===== src/rtl/nat_ingress_arbiter.sv =====
// Packet-granular round-robin arbiter in front of the NAT core.
// The grant is locked from the first beat to tlast. Beats carry the source port in tid.
module nat_ingress_arbiter #(
    parameter int NUM_PORTS  = 2,
    parameter int DATA_WIDTH = 64,
    parameter int KEEP_WIDTH = DATA_WIDTH / 8,
    parameter int ID_WIDTH   = 3,
    parameter int CNT_WIDTH  = 16
) (
    input  logic                            clk,
    input  logic                            rst,
    input  logic [NUM_PORTS*DATA_WIDTH-1:0] s_axis_tdata,
    input  logic [NUM_PORTS*KEEP_WIDTH-1:0] s_axis_tkeep,
    input  logic [NUM_PORTS-1:0]            s_axis_tlast,
    input  logic [NUM_PORTS-1:0]            s_axis_tvalid,
    output logic [NUM_PORTS-1:0]            s_axis_tready,
    output logic [DATA_WIDTH-1:0]           m_axis_tdata,
    output logic [KEEP_WIDTH-1:0]           m_axis_tkeep,
    output logic                            m_axis_tlast,
    output logic                            m_axis_tvalid,
    input  logic                            m_axis_tready,
    output logic [ID_WIDTH-1:0]             m_axis_tid,
    output logic                            busy,
    output logic [NUM_PORTS*CNT_WIDTH-1:0]  pkt_count
);

    typedef enum logic {IDLE, BUSY} state_t;

    state_t                              state_q, state_d;
    logic [ID_WIDTH-1:0]                 grant_q, grant_d;
    logic [ID_WIDTH-1:0]                 last_q, last_d;
    logic [NUM_PORTS-1:0][CNT_WIDTH-1:0] cnt_q, cnt_d;

    logic [DATA_WIDTH-1:0] sel_data;
    logic [KEEP_WIDTH-1:0] sel_keep;
    logic                  sel_last;
    logic                  sel_valid;
    logic                  eop;
    logic [ID_WIDTH:0]     pick;

    // Returns {found, port}: first requester at distance 1..span after base, wrapping.
    function automatic logic [ID_WIDTH:0] rr_pick(input logic [NUM_PORTS-1:0] req,
                                                  input logic [ID_WIDTH-1:0]  base,
                                                  input int                   span);
        int d;
        int best;
        logic [ID_WIDTH-1:0] idx;
        best = NUM_PORTS + 1;
        idx  = '0;
        for (int j = 0; j < NUM_PORTS; j++) begin
            d = (j + NUM_PORTS - int'(base)) % NUM_PORTS;
            if (d == 0) d = NUM_PORTS;
            if (req[j] && d <= span && d < best) begin
                best = d;
                idx  = ID_WIDTH'(j);
            end
        end
        return {best <= span, idx};
    endfunction

    // The output mux always follows the registered grant, so it is also driven in IDLE.
    always_comb begin
        sel_data  = '0;
        sel_keep  = '0;
        sel_last  = 1'b0;
        sel_valid = 1'b0;
        for (int i = 0; i < NUM_PORTS; i++) begin
            if (grant_q == ID_WIDTH'(i)) begin
                sel_data  = s_axis_tdata[i*DATA_WIDTH +: DATA_WIDTH];
                sel_keep  = s_axis_tkeep[i*KEEP_WIDTH +: KEEP_WIDTH];
                sel_last  = s_axis_tlast[i];
                sel_valid = s_axis_tvalid[i];
            end
        end
    end

    always_comb begin
        s_axis_tready = '0;
        for (int i = 0; i < NUM_PORTS; i++)
            s_axis_tready[i] = (state_q == BUSY) && (grant_q == ID_WIDTH'(i)) && m_axis_tready;
    end

    assign m_axis_tdata  = sel_data;
    assign m_axis_tkeep  = sel_keep;
    assign m_axis_tlast  = sel_last;
    assign m_axis_tvalid = (state_q == BUSY) && sel_valid;
    assign m_axis_tid    = grant_q;
    assign busy          = (state_q == BUSY);
    assign pkt_count     = cnt_q;
    assign eop           = m_axis_tvalid && m_axis_tready && sel_last;

    always_comb begin
        state_d = state_q;
        grant_d = grant_q;
        last_d  = last_q;
        cnt_d   = cnt_q;
        pick    = '0;
        case (state_q)
            IDLE: begin
                pick = rr_pick(s_axis_tvalid, last_q, NUM_PORTS);
                if (pick[ID_WIDTH]) begin
                    grant_d = pick[ID_WIDTH-1:0];
                    state_d = BUSY;
                end
            end
            BUSY: begin
                if (eop) begin
                    for (int i = 0; i < NUM_PORTS; i++)
                        if (grant_q == ID_WIDTH'(i)) cnt_d[i] = cnt_q[i] + CNT_WIDTH'(1);
                    last_d = grant_q;
                    // The granted port's tvalid belongs to the beat just taken, so skip it.
                    pick = rr_pick(s_axis_tvalid, grant_q, NUM_PORTS - 1);
                    if (pick[ID_WIDTH]) grant_d = pick[ID_WIDTH-1:0];
                    else                state_d = IDLE;
                end
            end
            default: state_d = IDLE;
        endcase
    end

    always_ff @(posedge clk) begin
        if (rst) begin
            state_q <= IDLE;
            grant_q <= '0;
            last_q  <= ID_WIDTH'(NUM_PORTS - 1);
            cnt_q   <= '0;
        end else begin
            state_q <= state_d;
            grant_q <= grant_d;
            last_q  <= last_d;
            cnt_q   <= cnt_d;
        end
    end

endmodule


===== config.mk =====
export PLATFORM = sky130hd
export DESIGN_NAME = nat_ingress_arbiter
export DESIGN_NICKNAME = d
export VERILOG_FILES = /design/src/rtl/nat_ingress_arbiter.sv
export SDC_FILE = /design/constraint.sdc
export NUM_CORES = 1
export LEC_CHECK = 0
export CAP_MARGIN = 20
export CORE_MARGIN = 4
export CORE_UTILIZATION = 25
export CTS_BUF_LIST = sky130_fd_sc_hd__clkbuf_4 sky130_fd_sc_hd__clkbuf_8
export CTS_CLUSTER_DIAMETER = 60
export DETAILED_ROUTE_END_ITERATION = 12
export PLACE_DENSITY = 0.71
export RECOVER_POWER = 25
export REMOVE_ABC_BUFFERS = 1
export SLEW_MARGIN = 20
export SYNTH_ARGS = -nofsm -noshare
export SYNTH_HDL_FRONTEND = slang
export SYNTH_SLANG_ARGS = --single-unit

===== constraint.sdc =====
create_clock -name clk -period 2.5 [get_ports clk]
set_input_delay 0.375 -clock clk [delete_from_list [all_inputs] [get_ports clk]]
set_output_delay 0.375 -clock clk [all_outputs]
set_load 0.02 [all_outputs]

Word-level counts from Yosys, hierarchy flattened
Cells that the tools add are included.
Widths: inputs -> output; s select.

word-level totals
  bits in registers = 39
  latch bits = 0
  RAM bits = 0
  ROM bits = 0
  output and inout port bits = 112
  word-level logic and storage cells = 92
  memories = 0

operators by class
  $add $sub $neg = 6
  multipliers = 0
  div/mod/pow operators = 0
  order comparisons = 10
  eq/ne operators = 4
  shifts and indexed selects = 0
  multiplexer cells = 38
  bitwise operators = 5
  reductions and logical operators = 24

operator list
  cell                   number
  $mux 32                20
  $logic_not 32->1       4
  $mux 64                2
  $le 32x2->1 const B    3
  $le 32x3->1 const B    3
  $lt 32x3->1 const B    2
  $lt 32x32->1           2
  $add 16x1->16 const B  2
  $mux 8                 2
  $sub 2x3->4 const A    4
  $logic_and 1x1->1      15
  $mux 1                 9
  $mux 3                 3
  $reduce_and 3->1       3
  $pmux 3 s2             1
  $and 1x1->1            4
  $ne 2x1->1 const B     2
  $eq 3x1->1 const B     1
  $logic_not 3->1        1
  $ne 2x2->1 const B     1
  $pmux 1 s2             1
  $reduce_and 2->1       1
  $not 1->1              1

Longest topological paths before layout
  depth in word-level cells = 23
  depth in mapped cells = 6
  mapped depth without buffers = 5

Least setup slack after synthesis
Ideal clock, no wire load.

  kind = register -> output
  from = register grant_q[0], in the netlist m_axis_tid[0]
  to = output m_axis_tdata[31]
  data arrival time = 1.708 ns
  data required time = 2.125 ns
  setup slack = 0.417 ns
  stages on the path, launching flop included = 5
  buffers on the path = 3
  cell sequence = dfxtp_1 -> buf_2 -> buf_1 -> clkbuf_1 -> mux2_2

on the way
  word-level cells in the longest chain between the ends = 3
  elaborated cells between the ends (all ways) = 4

RTL lines
  item                    line  RTL
  start, declared         30    logic [ID_WIDTH-1:0] grant_q, grant_d;
  start signal, assigned  129   grant_q <= grant_d;
  $logic_not 3->1         68    if (grant_q == ID_WIDTH'(i)) begin
  $mux 64                 68
  $mux 64 (*)             68
  end, declared           17    output logic [DATA_WIDTH-1:0] m_axis_tdata,

Mark *: on every way between the ends. The rest lies on a longest branch, timed or not.

Final worst setup path
  from = register grant_q[0], in the netlist m_axis_tid[0]
  to = output m_axis_tdata[3]

The elaborated chain is that of the path after synthesis.

==> impl_metrics.env <==
export IMPL_ys_flop_type="dfxtp_1"
export IMPL_period_share_pct=93.23
export IMPL_drt_iter0_drc=142
export IMPL_synth_top_cell_area_share_pct=32.44
export IMPL_worstPathMaxFanout=12
export IMPL_die_w_um=110.1
export IMPL_final_fill_count=927
export IMPL_reg2reg_from="m_axis_tid[0]"
export IMPL_cts_tree="done"
export IMPL_comb_power_share_pct=46.4
export IMPL_grt_pass1_vias=3432
export IMPL_register_area_um2=704.4
export IMPL_hold_viol=0
export IMPL_grt_usage_pct=20.21
export IMPL_cpPeakStageDelay_ns=0.55
export IMPL_setup_viol=0
export IMPL_final_util_pct=55.33
export IMPL_p_sw_mw=0.5536
export IMPL_cts_buffers=5
export IMPL_cts_htree_levels=2
export IMPL_path_cells="buf_4, mux2_2, clkdlybuf4s50_1"
export IMPL_min_from="pkt_count[31]"
export IMPL_period_minus_slack_ns=2.331
export IMPL_drc=0
export IMPL_cts_max_path_buffers=2
export IMPL_multi_input_area_mm2=0.001798
export IMPL_clock_latency_ns=0.29
export IMPL_worst_ep_arrival_time_ns=1.96
export IMPL_gr_total_overflow=0
export IMPL_p_leak_nw=2.014
export IMPL_grt_max_degree=27
export IMPL_wire_per_inst_um=19.01
export IMPL_row_count=36
export IMPL_gp_congestion=0.9341
export IMPL_reg2reg_depth=5
export IMPL_drt_total_wl_um=13080
export IMPL_yosys_warnings=0
export IMPL_netlist_cell_type_count=41
export IMPL_slowest_stage="clkdlybuf4s50_1"
export IMPL_hpwl_um=10760
export IMPL_clkPwrFrac_pct=22.6
export IMPL_gr_usage_met3_pct=10.95
export IMPL_hold_path_depth=2
export IMPL_die_y_um=110.1
export IMPL_synth_top_area_cell="mux2_2"
export IMPL_grt_pass1_wl_um=18610
export IMPL_path_clk_slew_ns=0.07
export IMPL_final_layout_size_suffix_gt1_share_pct=17.66
export IMPL_cts_root_buf="clkbuf_8"
export IMPL_nets=707
export IMPL_avgViaCountPerCell=4.754
export IMPL_io_pins=263
export IMPL_cp_start_kind="register"
export IMPL_syn_instance_count=291
export IMPL_use_met1_pct=21.47
export IMPL_tns_ns=0
export IMPL_ir_worst_vdd_v=0.0001697
export IMPL_ys_ff_latch=35
export IMPL_swShare_pct=30.00
export IMPL_end_kind="primary output"
export IMPL_diodes=0
export IMPL_clkSinkCount=35
export IMPL_drv_cap=0
export IMPL_slew_limit_headroom_pct=63.75
export IMPL_ctsHoldBuffers=0
export IMPL_path_class="reg -> out"
export IMPL_power_density_mw_per_mm2=335.0
export IMPL_synth_edf_count=0
export IMPL_slew_violations=0
export IMPL_antenna_found_initial=0
export IMPL_hp_class="reg -> reg"
export IMPL_rsz0062_at_grt="false"
export IMPL_synthesis_area_mm2=0.002604
export IMPL_ant_nets=0
export IMPL_cell_internal_pwr_mw=1.292
export IMPL_worst_pin_slew_ns=0.5421
export IMPL_die_area_mm2=0.01211
export IMPL_ys_seq_area_share_pct=26.91
export IMPL_dr_total_vias=3271
export IMPL_crit_path_start="m_axis_tid[0]"
export IMPL_required_ns=2.12
export IMPL_async_flop_share_pct=0
export IMPL_syn_to_final_growth_pct=111.5
export IMPL_clock_fmax_mhz=429.1
export IMPL_pwr_share_seq_pct=31.0
export IMPL_clock_skew_ns=0.006449
export IMPL_synth_area_leaders="mux2_2 32%, dfxtp_1 27%, xnor2_1 3.7%, nor2_1 3.3%, nand4_1 2.6%"
export IMPL_start_util_pct=26.16
export IMPL_top_usage_layer="met2"
export IMPL_firstDrtPassIters=4
export IMPL_use_met2_pct=35.05
export IMPL_io_buffers=260
export IMPL_status="finished clean"
export IMPL_syn_avg_cell_area_um2=8.948
export IMPL_core_region_area_mm2=0.009955
registers in the layout (all words and copies together), names as in the netlist:
register    count
m_axis_tid      1
pkt_count      32
last_q          1
busy            1
worst max-delay path: cells and delay by family, from the launching register on:
kind	cells	cell delay, ns
buffers and inverters	2	0.80
flip-flops	1	0.50
multiplexers	1	0.36
Yosys cell counts, drive strengths merged, types with 5 or more instances:
library cell / n
mux2: 75
dfxtp: 35
nor2: 23
nand2: 15
a21oi: 13
buf: 13
nand4: 12
o21ai: 11
xnor2: 11
nand3: 10
or3: 9
nor3: 7
and4: 6
clkbuf: 6
xor2: 5
layer usage:
metal	vias to the layer above	part of all wire [%]	wire length, um
li1	1588	-	-
met1	1522	36	4666
met2	145	51	6626
met3	16	12	1560
met4	0	1.7	222
met5	-	0	0
layout make-up:
| cell class | count | area share [%] |
|---|---|---|
| flip-flops and latches | 35 | 12.79 |
| well taps | 133 | 3.021 |
| inverters | 4 | 0.2726 |
| repair buffers | 274 | 49.66 |
| multi-input cells | 234 | 32.64 |
| clock buffers | 7 | 1.522 |
| clock inverters | 1 | 0.09087 |
through the flow:
stage	hold WS [ns]	power [mW]	instance area [um2]	setup WS [ns]	cells
floorplan	0.4441	0.9073	2519	-1.435	273
global placement	0.4602	1.432	5406	0.2412	678
detailed placement	0.4736	1.430	5406	0.1721	678
CTS	0.4834	1.862	5510	0.006071	687
global route	0.4953	1.931	5508	0.1034	688
finish	0.4783	1.845	5508	0.1693	688
power by group through the flow:
| stage | Combinational (mW) | Sequential (mW) | Clock (mW) |
|---|---|---|---|
| floorplan | 0.302 | 0.606 | 0 |
| global placement | 0.838 | 0.594 | 0 |
| detailed placement | 0.836 | 0.594 | 0 |
| CTS | 0.858 | 0.575 | 0.429 |
| global route | 0.908 | 0.572 | 0.451 |
| finish | 0.856 | 0.571 | 0.418 |
cells by family after synthesis:
family	share of synthesized area (%)
compound gates	6.968
xor+xnor	5.382
buf+inv	3.988
flops	26.91
other cells	0.1440
fa+ha+maj	0.9609
simple gates	22.82
mux	32.82
placed cells by master (no fill, tap or decap), drive strengths merged, types with 2 or more instances in the layout:
cell type and instances:
xnor2 11, a21oi 13, nor4 3, nor3 7
xor2 5, nor2 23, conb 2, dfxtp 35
o31ai 2, nand3 10, buf 11, ha 2
nand3b 2, clkdlybuf4s50 240, and2 4, and4 6
o21ai 11, or3 9, nand2b 2, clkbuf 10
mux2 75, or4 4, nand4 12, inv 4
dlygate4sd3 19, nand2 15, and3 2, nor2b 4
what timing repair did:
action | 4_1_cts | 5_1_grt
buffers inserted | 1 | 1
hold endpoints to repair | 0 | 0
setup endpoints to repair | 45 | 2
gates resized for setup | 0 | 2
path summary, 6_finish.rpt:
path / slack (ns) / to
max reg2reg: 0.47 / pkt_count[31]
min reg2reg: 0.48 / pkt_count[31]
min: 0.48 / pkt_count[31]
max: 0.17 / m_axis_tdata[3]
Power figures use the tool's default switching activity.
